### src/rtl/count_pwm.sv
// ---------------------------------------------------------------------------
// count_pwm
//
// Turns a free-running count from an upstream up-counter into a registered
// PWM waveform.  A new duty threshold is accepted through a valid/ready
// handshake into a one-deep shadow register.  The shadow is copied to the
// active duty only when the count wraps (MAX -> MIN), so every period runs
// with a single, consistent threshold.
//
// Parameters
//   MAX  largest value the incoming count reaches; W = $clog2(MAX+1)
//   MIN  count value at which each period starts
//
// Ports
//   clk          single clock, rising edge
//   rst_n        synchronous active-low reset
//   count[W-1:0] upstream count, MIN..MAX, wrapping MAX -> MIN
//   pwm_en       output enable; 0 forces pwm_out low
//   duty[W:0]    requested threshold; any value above MAX means always-high
//   duty_valid   duty carries a new value
//   duty_ready   block can accept a new duty (shadow register is empty)
//   pwm_out      registered PWM waveform, one cycle behind count
//   period_done  one-cycle pulse, the cycle after each detected wrap
//
// Optional feature (macro COUNT_PWM_IRQ_EN)
//   irq_clr      clears irq
//   irq          sticky interrupt, set by period_done, cleared by irq_clr;
//                a set and a clear in the same cycle leave irq set
// ---------------------------------------------------------------------------
module count_pwm #(
    parameter int MAX = 255,
    parameter int MIN = 0,
    localparam int W  = $clog2(MAX + 1)
) (
    input  logic         clk,
    input  logic         rst_n,
    input  logic [W-1:0] count,
    input  logic         pwm_en,
    input  logic [W:0]   duty,
    input  logic         duty_valid,
`ifdef COUNT_PWM_IRQ_EN
    input  logic         irq_clr,
    output logic         irq,
`endif
    output logic         duty_ready,
    output logic         pwm_out,
    output logic         period_done
);

    // A period must contain at least two count values for a wrap to exist.
    if (MIN >= MAX) begin : g_range_check
        $error("count_pwm: MIN must be smaller than MAX");
    end

    typedef enum logic {
        EMPTY   = 1'b0,
        PENDING = 1'b1
    } state_t;

    state_t         state_q;
    state_t         state_d;
    logic [W-1:0]   count_q;
    logic [W:0]     shadow_q;
    logic [W:0]     shadow_d;
    logic [W:0]     duty_active_q;
    logic [W:0]     duty_active_d;
    logic [W:0]     duty_eff;
    logic           wrap;
    logic           transfer;

    // Unsigned threshold test with the count zero-extended, so a threshold
    // of MAX+1 or more is above every possible count.
    function automatic logic duty_hit(input logic [W-1:0] c,
                                      input logic [W:0]   thr);
        return ({1'b0, c} < thr);
    endfunction

    // A wrap is the only way the upstream counter can go backwards.  A held
    // count (upstream stalled or prescaled) never looks like a wrap.
    assign wrap = (count < count_q);

    // Update FSM: next state, shadow/active duty and the duty in use this
    // cycle.  On a wrap while PENDING the shadow is used directly, so the new
    // duty governs the very first count of the new period.
    always_comb begin
        state_d       = state_q;
        shadow_d      = shadow_q;
        duty_active_d = duty_active_q;
        duty_eff      = duty_active_q;
        duty_ready    = 1'b0;
        transfer      = 1'b0;

        case (state_q)
            EMPTY: begin
                duty_ready = 1'b1;
                transfer   = duty_valid;
                // A transfer coinciding with a wrap is held for the next
                // wrap: the current period has already started.
                if (transfer) begin
                    shadow_d = duty;
                    state_d  = PENDING;
                end
            end
            PENDING: begin
                // duty_valid is ignored here; the shadow stays intact until
                // it has been applied.
                if (wrap) begin
                    duty_eff      = shadow_q;
                    duty_active_d = shadow_q;
                    state_d       = EMPTY;
                end
            end
            default: begin
                state_d = EMPTY;
            end
        endcase
    end

    // Stage boundary: count sample, FSM, duty registers and outputs.
    // count_q resets to MAX so a post-reset count of MAX is not a wrap.
    always_ff @(posedge clk) begin
        if (!rst_n) begin
            state_q       <= EMPTY;
            count_q       <= W'(MAX);
            shadow_q      <= '0;
            duty_active_q <= '0;
            pwm_out       <= 1'b0;
            period_done   <= 1'b0;
        end else begin
            state_q       <= state_d;
            count_q       <= count;
            shadow_q      <= shadow_d;
            duty_active_q <= duty_active_d;
            pwm_out       <= pwm_en & duty_hit(count, duty_eff);
            period_done   <= wrap;
        end
    end

`ifdef COUNT_PWM_IRQ_EN
    // Sticky interrupt.  The set term is tested first so a clear issued in
    // the same cycle as a period_done pulse cannot lose that event.
    always_ff @(posedge clk) begin
        if (!rst_n) begin
            irq <= 1'b0;
        end else if (period_done) begin
            irq <= 1'b1;
        end else if (irq_clr) begin
            irq <= 1'b0;
        end
    end
`endif

endmodule
### config.mk
export PLATFORM = sky130hd
export DESIGN_NAME = count_pwm
export DESIGN_NICKNAME = d
export VERILOG_FILES = /design/src/rtl/count_pwm.sv
export SDC_FILE = /design/constraint.sdc
export NUM_CORES = 1
export LEC_CHECK = 0
export ABC_AREA = 1
export BUFFER_PORTS_ARGS = -buffer_cell sky130_fd_sc_hd__buf_2
export CAP_MARGIN = 10
export CORE_AREA = 2 2 65 67
export DETAILED_ROUTE_END_ITERATION = 8
export DIE_AREA = 0 0 67 69
export HOLD_SLACK_MARGIN = 0.15
export SLEW_MARGIN = 20
export SYNTH_ARGS = -nofsm -noshare
export SYNTH_HDL_FRONTEND = slang
export SYNTH_SLANG_ARGS = --single-unit
### constraint.sdc
create_clock -name clk -period 4.8 [get_ports clk]
set_clock_uncertainty 0.15 [all_clocks]
set_input_delay 0.48 -clock clk [delete_from_list [all_inputs] [get_ports clk]]
set_output_delay 0.48 -clock clk [all_outputs]
set_load 0.01 [all_outputs]
==> results.sh, run 1 <==
export IMPL_nNetsFinal=218
export IMPL_seq_area_frac_synth_pct=44.0
export IMPL_async_flop_share_pct=0
export IMPL_vdd_drop_max_mv=0.185
export IMPL_crit_path_frequent_cell="a21oi_1"
export IMPL_die_y_um=69
export IMPL_min_period_over_period_pct=55.5
export IMPL_fill_cells=423
export IMPL_cts_sinks=29
export IMPL_clock_latency_ns=0.27
export IMPL_p_leak_nw=0.830
export IMPL_track_usage_pct=11.5
export IMPL_routedWlPerCell_um=9.67
export IMPL_ff_latch_area_um2=581
export IMPL_rsz0062_at_grt="false"
export IMPL_wirelength_mm=2.25
export IMPL_syn_area_um2=1320
export IMPL_internal_power_uw=441
export IMPL_postSynthAreaPerCell_um2=8.41
export IMPL_endpoint_kind="flop"
export IMPL_rows=23
export IMPL_synth_ff_type="dfxtp_1"
export IMPL_crit_family="compound AO/OA/AOI/OAI gates"
export IMPL_hpwl_mm=1.79
export IMPL_powerDensity_nw_per_um2=366
export IMPL_fp_dieArea_um2=4620
export IMPL_switchingPower_uw=137
export IMPL_switching_share_pct=23.7
export IMPL_cts_setup_buffers=0
export IMPL_setup_viol_count_final=0
export IMPL_io_pins=24
export IMPL_cts_hold_buf=0
export IMPL_multi_input_area_um2=638
export IMPL_grt_pass1_vias=901
export IMPL_grt_start_max_net_pins=18
export IMPL_slowest_delay_ns=0.32
export IMPL_root_buffer="clkbuf_8"
export IMPL_dr_first_iter_drc_count=37
export IMPL_clk_path_buf_depth=2
export IMPL_worst_path_buf_inv=1
export IMPL_synth_edff_count=0
export IMPL_avgViaCountPerCell=4.40
export IMPL_p_clk_share_pct=41.0
export IMPL_h_tree_depth=2
export IMPL_crit_fanout=11
export IMPL_drcViolationCount=0
export IMPL_worstSetupStartpointType="input port"
export IMPL_hold_ws_ns=0.247
export IMPL_clkTransAtPathRegs_ns=0.06
export IMPL_path_cells="buf_2 > ha_1 > a21oi_1 > o21a_1 > nand3_2 > mux2i_1 > ha_1 > a21oi_1 > nor3_1 > a211oi_1 > nand2_1 > a21oi_1"
export IMPL_gp_congestion=0.732
export IMPL_initial_core_util_pct=33.7
export IMPL_comb_power_share_pct=13.6
export IMPL_io_buffer_count=23
export IMPL_coreArea_um2=3910
export IMPL_slew_headroom_pct=68.0
export IMPL_required_ns=4.86
export IMPL_synth_top_family_by_area="simple AND/OR/NAND/NOR gates"
export IMPL_seqPwrFrac_pct=45.4
export IMPL_synth_warnings=0
export IMPL_status="finished, final reports clean"
export IMPL_synthXorXnorAreaFrac_pct=0
export IMPL_hold_viol_final=0
export IMPL_overflow=0
export IMPL_drt_pass1_iterations=6
export IMPL_num_vias=1025
export IMPL_cp_data_arrival_time_ns=2.72
export IMPL_drv_cap=0
export IMPL_antenna_found_initial=0
export IMPL_crit_type="in -> reg"
export IMPL_cts_tree="done"
export IMPL_ys_ff_latch=29
export IMPL_synth_simple_area_share_pct=20.4
export IMPL_syn_instance_count=157
export IMPL_die_width_um=67
export IMPL_layout_drive_gt1_share_pct=23.5
export IMPL_fin_crit_ns=2.67
export IMPL_fin_tns_setup_ns=0
export IMPL_fmax_mhz=375
export IMPL_num_antenna_cells=0
export IMPL_synth_compound_area_share_pct=9.38
export IMPL_slowest_stage="nand3_2"
export IMPL_hold_class="in -> reg"
export IMPL_slew_viol_final=0
export IMPL_area_growth_pct=19.6
export IMPL_synthAdderAreaFrac_pct=13.3
export IMPL_ant_nets=0
export IMPL_cts_made_buffers=5
export IMPL_yosysUniqueCellTypes=23
export IMPL_syn_nets=192
export IMPL_worst_pin_slew_ns=0.479
export IMPL_cts_resized=0
export IMPL_grt_pass1_wl_mm=4.04
export IMPL_muxShareOfSynthArea_pct=5.31
==> layer usage <==
layer	vias to the layer above	wire (um)	global-route usage, %
met4	0	35	5.44
met3	5	139	3.43
met2	27	898	15.5
met1	438	1180	16.5
met5	-	0	0
li1	555	-	-
==> cells by family after synthesis <==
| group | Yosys count |
|---|---|
| buffers and inverters | 25 |
| multiplexers | 7 |
| AO/OA/AOI/OAI | 22 |
| flip-flops | 29 |
| adder cells (fa/ha/maj) | 14 |
| AND/OR/NAND/NOR | 60 |
==> flip-flops by register name, summed over array words and instances, names as in the netlist <==
register / flops
state_q: 1
shadow_q: 9
duty_active_q: 9
count_q: 8
period_done: 1
pwm_out: 1
==> cell usage after synthesis, drive strengths merged (2+ instances only) <==
cell type,n,area [um^2]
inv,21,78.8
dfxtp,29,581
nand3,3,20.0
mux2i,7,70.1
o21ai,10,53.8
clkbuf,3,11.3
or2,7,43.8
a21oi,8,40.0
nor2,28,105
ha,14,175
nor3,2,10.0
nand2,19,83.8
==> cell usage in the layout, fill, tap and decap left out <==
master,n
dfxtp_1,29
nand2_2,2
a21oi_1,8
bufinv_16,1
nand3_1,2
o21bai_1,1
or2_2,7
clkinv_2,1
nand2_1,16
o21a_1,1
nor2_1,28
inv_2,1
nand4_1,1
nand3_2,1
o211ai_1,1
nor3_1,2
o21ai_2,1
nand2_4,1
buf_2,23
o21ai_0,9
a211oi_1,1
mux2i_1,7
clkbuf_8,5
inv_1,20
ha_1,14
==> layout make-up <==
class                           instances  area share (%)
Tap cell                               50            3.96
Multi-Input combinational cell        103            40.4
Sequential cell                        29            36.8
Inverter                               21            4.99
Clock inverter                          2            2.22
Timing Repair Buffer                   23            7.29
Clock buffer                            5            4.36
==> worst paths after layout <==
check / startpoint / endpoint / slack, ns / cells past startpoint
worst max-delay path: count[7] / pwm_out$_SDFF_PN0_ / 2.13 / 12
worst min-delay path: count[0] / count_q[0]$_SDFF_PN1_ / 0.25 / 3
worst max register to register: count_q[7]$_SDFF_PN1_ / pwm_out$_SDFF_PN0_ / 2.14 / 12
worst min register to register: shadow_q[0]$_SDFFE_PN0P_ / shadow_q[0]$_SDFFE_PN0P_ / 0.33 / 2
==> per-stage QoR <==
stage / instances / utilization (%) / total power, mW / setup slack, ns / instance area (um^2)
after floorplan: 157 / - / 0.325 / 2.32 / 1320
after global placement: 226 / 37.7 / 0.347 / 1.90 / 1480
after detailed placement: 226 / 37.7 / 0.348 / 1.83 / 1480
after CTS: 233 / 40.3 / 0.587 / 2.10 / 1580
after global routing: 233 / 40.3 / 0.613 / 1.89 / 1580
final: 233 / 40.3 / 0.578 / 2.13 / 1580
==> power groups by stage <==
stage / Combinational [mW] / Clock [mW] / Sequential (mW)
after floorplan: 0.0580 / 0 / 0.267
after global placement: 0.0796 / 0 / 0.268
after detailed placement: 0.0803 / 0 / 0.268
after CTS: 0.0806 / 0.244 / 0.262
after global routing: 0.0924 / 0.257 / 0.264
final: 0.0788 / 0.237 / 0.262
==> tightest hold or removal path, stage by stage <==
cell     delay [ns]
buf_2          0.08
inv_2          0.04
nand2_1        0.04
(Power assumes the default switching activity.)
==> inputs of run 2 (changes only) <==
Settings changed: ABC_AREA 1 to 0, CORE_AREA 2 2 65 67 to 2 2 67 69, DIE_AREA 0 0 67 69 to 0 0 69 71.
Clock period 4.8 ns to 2.7 ns, I/O delays scaled along.
==> run 2 against run 1 <==
  * The run now ends with setup timing left
  * Clock power increased by 96%
  * Combinational power increased to 2.6 times the previous value
  * Flip-flop and latch count unchanged
  * Routed wire length increased by 38%
  * Register-to-register slack got worse by 2.6 ns
  * Hold slack got worse by 0.093 ns
  * Critical path depth increased by 1
  * Largest cell class unchanged
  * Largest power group is now the clock network
  * Highest routed layer unchanged
==> results.sh, run 2 <==
export IMPL_io_buffer_count=23
export IMPL_die_width_um=69
export IMPL_endpoint_kind="flop"
export IMPL_postSynthAreaPerCell_um2=9.76
export IMPL_drcViolationCount=0
export IMPL_grt_start_max_net_pins=31
export IMPL_seq_area_frac_synth_pct=41.6
export IMPL_cts_made_buffers=5
export IMPL_cts_sinks=29
export IMPL_num_antenna_cells=0
export IMPL_syn_area_um2=1400
export IMPL_crit_type="reg -> reg"
export IMPL_hold_viol_final=0
export IMPL_routedWlPerCell_um=12.1
export IMPL_reg2reg_from="count_q[1]$_SDFF_PN1_"
export IMPL_synth_top_area_share_pct=41.6
export IMPL_cp_data_arrival_time_ns=3.16
export IMPL_use_met2_pct=22.1
export IMPL_num_vias=1187
export IMPL_synth_top_family_by_area="simple AND/OR/NAND/NOR gates"
export IMPL_grt_pass1_wl_mm=5.04
export IMPL_crit_family="compound AO/OA/AOI/OAI gates"
export IMPL_h_tree_depth=2
export IMPL_r2r_end="pwm_out$_SDFF_PN0_"
export IMPL_worst_pin_slew_ns=0.592
export IMPL_grt_util_met3_pct=3.85
export IMPL_gp_congestion=0.692
export IMPL_slew_headroom_pct=60.4
export IMPL_place_ws_ns=-0.533
export IMPL_synth_ff_type="dfxtp_1"
export IMPL_min_period_over_period_pct=117
export IMPL_yosysUniqueCellTypes=30
export IMPL_p_leak_nw=0.943
export IMPL_wirelength_mm=3.12
export IMPL_crit_cells=13
export IMPL_fin_ws_ns=-0.463
export IMPL_area_growth_pct=47.9
export IMPL_worstSetupStartpointType="flop"
export IMPL_dr_first_iter_drc_count=26
export IMPL_ant_nets=0
export IMPL_overflow=0
export IMPL_cts_tree="done"
export IMPL_layout_commonest_cell="dfxtp_1"
export IMPL_gr_usage_met1_pct=15.2
export IMPL_grt_pass1_vias=1147
export IMPL_timing_reg2reg_setup_slack_ns=-0.46
export IMPL_critPathLaunch="count_q[1]$_SDFF_PN1_"
export IMPL_largest_registers="duty_active_q x9, shadow_q x9, count_q x8"
export IMPL_clkTransAtPathRegs_ns=0.06
export IMPL_synth_area_top_cells="dfxtp_1 42%, ha_1 13%, mux2i_1 7.2%"
export IMPL_root_buffer="clkbuf_8"
export IMPL_crit_end="pwm_out$_SDFF_PN0_"
export IMPL_layout_drive_gt1_share_pct=36.1
export IMPL_initial_core_util_pct=33.2
export IMPL_die_y_um=71
export IMPL_hold_class="in -> reg"
export IMPL_nNetsFinal=239
export IMPL_hpwl_mm=2.28
export IMPL_track_usage_pct=12.9
export IMPL_rsz0062_at_grt="true"
export IMPL_yosysMostFrequentCell="dfxtp_1"
export IMPL_fin_tns_setup_ns=-0.463
export IMPL_synthAdderAreaFrac_pct=12.5
export IMPL_synth_warnings=0
export IMPL_coreArea_um2=4200
export IMPL_status="finished, violations left"
export IMPL_antenna_found_initial=0
export IMPL_crit_fanout=5
export IMPL_ys_ff_latch=29
export IMPL_slowest_stage="or4_4"
export IMPL_synth_compound_area_share_pct=13.4
export IMPL_drt_pass1_iterations=4
export IMPL_muxShareOfSynthArea_pct=7.97
export IMPL_fin_util_pct=49.1
export IMPL_setup_viol_count_final=1
export IMPL_reg2reg_depth=13
export IMPL_slowest_delay_ns=0.54
export IMPL_avgViaCountPerCell=4.62
export IMPL_synthTopCellsByCount="29 x dfxtp_1, 19 x nand2_1, 14 x ha_1"
export IMPL_clk_path_buf_depth=2
export IMPL_synthXorXnorAreaFrac_pct=0
export IMPL_synth_top_cell_by_area="dfxtp_1"
export IMPL_drv_cap=0
export IMPL_slew_viol_final=0
export IMPL_syn_nets=178
export IMPL_required_ns=2.70
export IMPL_synth_edff_count=0
export IMPL_vdd_drop_max_mv=0.309
export IMPL_fin_crit_ns=3.16
export IMPL_synth_simple_area_share_pct=20.8
export IMPL_mostFrequentLayoutCells="29 x dfxtp_1, 24 x buf_2, 21 x buf_4, 19 x nand2_1, 13 x dlygate4sd3_1"
export IMPL_rows=24
export IMPL_hold_ws_ns=0.154
export IMPL_worst_path_buf_inv=2
export IMPL_fp_dieArea_um2=4900
export IMPL_syn_instance_count=143
export IMPL_busiest_layer="met2"
export IMPL_fill_cells=391
export IMPL_clock_latency_ns=0.28
export IMPL_io_pins=24
export IMPL_path_cells="inv_1 > ha_1 > or4_4 > a21oi_4 > o311ai_4 > buf_6 > mux2i_2 > ha_1 > nand3_2 > a21boi_4 > nor4b_2 > mux2_2 > a311o_1"
export IMPL_async_flop_share_pct=0
export IMPL_crit_path_frequent_cell="ha_1"
export IMPL_violations="setup timing"
export IMPL_powerDensity_nw_per_um2=549
export IMPL_fmax_mhz=316
-- run 2: cell count changes after synthesis, moves of 3 or more --
| cell | delta |
|---|---|
| inv_1 | -12 |
| mux2i_1 | +3 |
| nor2_1 | -25 |
| a21oi_1 | -5 |
| nand3_1 | +3 |
| nor2b_1 | +10 |
| nand2_1 | +3 |
| a21boi_0 | +10 |
| nand2b_1 | +9 |
| o21ai_0 | -8 |
| or2_2 | -7 |
-- run 2: layout make-up --
cell class                      instances  area (um^2)  area share, %
Multi-Input combinational cell        101          851           41.2
Sequential cell                        29          581           28.1
Timing Repair Buffer                   59          419           20.3
Clock buffer                            6         82.6           4.00
Tap cell                               52         65.1           3.15
Clock inverter                          2         37.5           1.82
Inverter                                8         30.0           1.45
-- run 2: worst min-delay path by stage --
stage / start / end / slack, ns / cells after the start
after floorplan: count[0] / count_q[0]$_SDFF_PN1_ / 0.22 / 1
after global placement: shadow_q[1]$_SDFFE_PN0P_ / shadow_q[1]$_SDFFE_PN0P_ / 0.31 / 2
after detailed placement: shadow_q[1]$_SDFFE_PN0P_ / shadow_q[1]$_SDFFE_PN0P_ / 0.32 / 2
after CTS: count[2] / count_q[2]$_SDFF_PN1_ / 0.15 / 3
after global routing: count[2] / count_q[2]$_SDFF_PN1_ / 0.16 / 3
final: count[1] / count_q[1]$_SDFF_PN1_ / 0.15 / 3
-- run 2: routing by layer --
metal / wire length (um) / vias up
met1: 1450 / 545
met2: 1500 / 25
met4: 44 / 0
met3: 119 / 4
met5: 0 / -
li1: - / 613
-- run 2: timing repair --
| item | 4_1_cts | 5_1_grt |
|---|---|---|
| gates cloned | 0 | 1 |
| gates resized for setup | 1 | 15 |
| setup endpoints to repair | 1 | 1 |
| buffers inserted | 0 | 2 |
| pin swaps | 1 | 4 |
| hold endpoints to repair | 13 | 0 |
| hold buffers | 13 | 0 |
-- run 2: power breakdown --
group          internal [mW]  total [mW]  switching (mW)
registers              0.450       0.462          0.0124
logic                  0.114       0.207          0.0933
clock network          0.300       0.465           0.165
total                  0.863        1.13           0.271
-- run 2: tightest hold or removal path, delay by kind of cell --
family | cells | cell delay (ns)
buffers and inverters | 2 | 0.19
and+or+nand+nor | 1 | 0.08
-- run 2: cell families after synthesis --
kind of cell,after synthesis
compound gates,22
simple gates,54
fa+ha+maj,14
buf+inv,13
flops,29
mux,11
-- run 2: per-stage QoR --
stage          std cells  instance area [um^2]  power [mW]
2_1_floorplan        143                  1400       0.569
3_3_place_gp         233                  1710       0.631
3_5_place_dp         233                  1710       0.639
4_1_cts              254                  1960        1.12
5_1_grt              257                  2070        1.18
6_report             257                  2070        1.13
==> inputs of run 3 (changes only) <==
Settings changed: GPL_TIMING_DRIVEN set to 0, PLACE_DENSITY set to 0.49.
==> run 3 against run 2 <==
  * The flow still finishes with violations (setup timing)
  * Clock power decreased by 25%
  * Sequential share of layout area increased by 1.7 points
  * Via count decreased by 1.9%
  * Flip-flop and latch count unchanged
  * Final cell count decreased by 3.9%
  * Die area unchanged
  * Core utilization decreased by 2.7 points
  * Critical path depth unchanged
  * Register-to-register slack about the same
  * Hold slack improved by 0.16 ns
  * Count of clock-buffer cells in the layout increased by 1
  * Routed wire length increased by 0.77%
  * Critical path type unchanged
==> results.sh, run 3 (synthesis gave the netlist of run 2 again) <==
export IMPL_drv_cap=0
export IMPL_worst_pin_slew_ns=0.474
export IMPL_grt_pass1_wl_mm=5.36
export IMPL_setup_viol_count_final=1
export IMPL_fin_util_pct=46.4
export IMPL_fin_cells=247
export IMPL_min_period_over_period_pct=118
export IMPL_post_dp_cell_area_um2=1580
export IMPL_h_tree_depth=2
export IMPL_path_cells="inv_1 > ha_1 > or4_4 > a21oi_4 > o311ai_4 > buf_6 > mux2i_2 > ha_1 > a21oi_1 > a21boi_2 > nor4b_1 > mux2_2 > a311o_1"
export IMPL_worstSetupStartpointType="flop"
export IMPL_num_antenna_cells=0
export IMPL_antenna_found_initial=0
export IMPL_drcViolationCount=0
export IMPL_routedWlPerCell_um=12.7
export IMPL_fin_tns_setup_ns=-0.475
export IMPL_multi_input_area_um2=837
export IMPL_totalPowerFinal_mw=1.01
export IMPL_cts_sinks=29
export IMPL_cp_data_arrival_time_ns=3.18
export IMPL_slowest_delay_ns=0.55
export IMPL_cts_made_buffers=5
export IMPL_required_ns=2.71
export IMPL_ant_nets=0
export IMPL_mostFrequentLayoutCells="28 x dfxtp_1, 24 x buf_2, 19 x nand2_1, 19 x dlygate4sd3_1, 12 x ha_1"
export IMPL_num_vias=1164
export IMPL_layout_commonest_cell="dfxtp_1"
export IMPL_cts_tree="done"
export IMPL_slew_viol_final=0
export IMPL_layout_drive_gt1_share_pct=26.2
export IMPL_io_pins=24
export IMPL_hold_class="reg -> reg"
export IMPL_avgViaCountPerCell=4.71
export IMPL_io_buffer_count=23
export IMPL_track_usage_pct=14.0
export IMPL_crit_path_frequent_cell="ha_1"
export IMPL_clkTransAtPathRegs_ns=0.06
export IMPL_fmax_mhz=315
export IMPL_fin_ws_ns=-0.475
export IMPL_clock_latency_ns=0.28
export IMPL_gp_congestion=0.732
export IMPL_nNetsFinal=230
export IMPL_clk_path_buf_depth=2
export IMPL_fp_dieArea_um2=4900
export IMPL_fin_crit_ns=3.18
export IMPL_fill_cells=437
export IMPL_powerDensity_nw_per_um2=515
export IMPL_ff_latch_area_um2=582
export IMPL_stdcell_area_um2=1950
export IMPL_initial_core_util_pct=33.2
export IMPL_slowest_stage="or4_4"
export IMPL_endpoint_kind="flop"
export IMPL_hpwl_mm=2.24
export IMPL_grt_start_max_net_pins=11
export IMPL_p_leak_nw=0.870
export IMPL_root_buffer="clkbuf_8"
export IMPL_slew_headroom_pct=68.4
export IMPL_violations="setup timing"
export IMPL_crit_fanout=5
export IMPL_hold_viol_final=0
export IMPL_area_growth_pct=39.8
export IMPL_die_width_um=69
export IMPL_wirelength_mm=3.14
export IMPL_rsz0062_at_grt="true"
export IMPL_status="finished, violations left"
export IMPL_worst_path_buf_inv=2
export IMPL_overflow=0
export IMPL_crit_family="compound AO/OA/AOI/OAI gates"
export IMPL_coreArea_um2=4200
export IMPL_die_y_um=71
export IMPL_grt_pass1_vias=1239
export IMPL_dr_first_iter_drc_count=25
export IMPL_drt_pass1_iterations=3
export IMPL_placedCellCount=218
export IMPL_crit_type="reg -> reg"
export IMPL_rows=24
export IMPL_vdd_drop_max_mv=0.248
export IMPL_largest_registers="duty_active_q x9, shadow_q x9, count_q x8"
## run 3: changes by cell type in the layout (fill, tap and decap cells not counted), sizes merged
cell / change
bufinv: -1
clkbuf: +5
clkinvlp: -1
dlygate4sd3: +6
buf: -19
## run 3: report_power, final
| part | internal (mW) | switching, mW |
|---|---|---|
| clock network | 0.202 | 0.150 |
| logic | 0.101 | 0.0913 |
| registers | 0.450 | 0.0114 |
| total | 0.753 | 0.253 |
## run 3: stage by stage
step                      hold slack (ns)  worst slack, ns
after global routing                0.337           -0.591
final                               0.314           -0.475
after detailed placement            0.315           -0.607
after global placement              0.306           -0.533
after floorplan                     0.221           -0.267
after CTS                           0.323           -0.458
## run 3: tightest hold or removal path, stage by stage (launching register included)
cell and delay (ns):
dfxtp_1 0.31, nand2_1 0.05, a21boi_0 0.06
## run 3: worst paths after layout
check | endpoint | slack, ns | cells past startpoint | startpoint
max | pwm_out$_SDFF_PN0_ | -0.48 | 13 | count_q[2]$_SDFF_PN1_
min | shadow_q[5]$_SDFFE_PN0P_ | 0.31 | 2 | shadow_q[5]$_SDFFE_PN0P_
max reg2reg | pwm_out$_SDFF_PN0_ | -0.48 | 13 | count_q[2]$_SDFF_PN1_
min reg2reg | shadow_q[5]$_SDFFE_PN0P_ | 0.31 | 2 | shadow_q[5]$_SDFFE_PN0P_
## run 3: routing by layer
layer  vias up  wire length, um  track usage (%)
li1        599                -                -
met1       544             1390             15.2
met2        16             1580             25.3
met3         5              120             4.99
met4         0               51             4.58
met5         -                0                0
## run 3: what timing repair did
item / in CTS / in global routing
setup endpoints to repair: 1 / 1
hold endpoints to repair: 19 / 0
pin swaps: 3 / 1
buffers inserted: 2 / 0
gates cloned: 1 / 0
hold buffers: 19 / 0
resized for setup: 10 / 4
## run 3: layout make-up
class | instances | share of cell area [%]
Buffer | 5 | 1.35
Clock buffer | 7 | 4.42
Inverter | 8 | 1.54
Multi-Input combinational cell | 101 | 42.9
Sequential cell | 29 | 29.8
Tap cell | 52 | 3.33
Timing Repair Buffer | 45 | 16.7
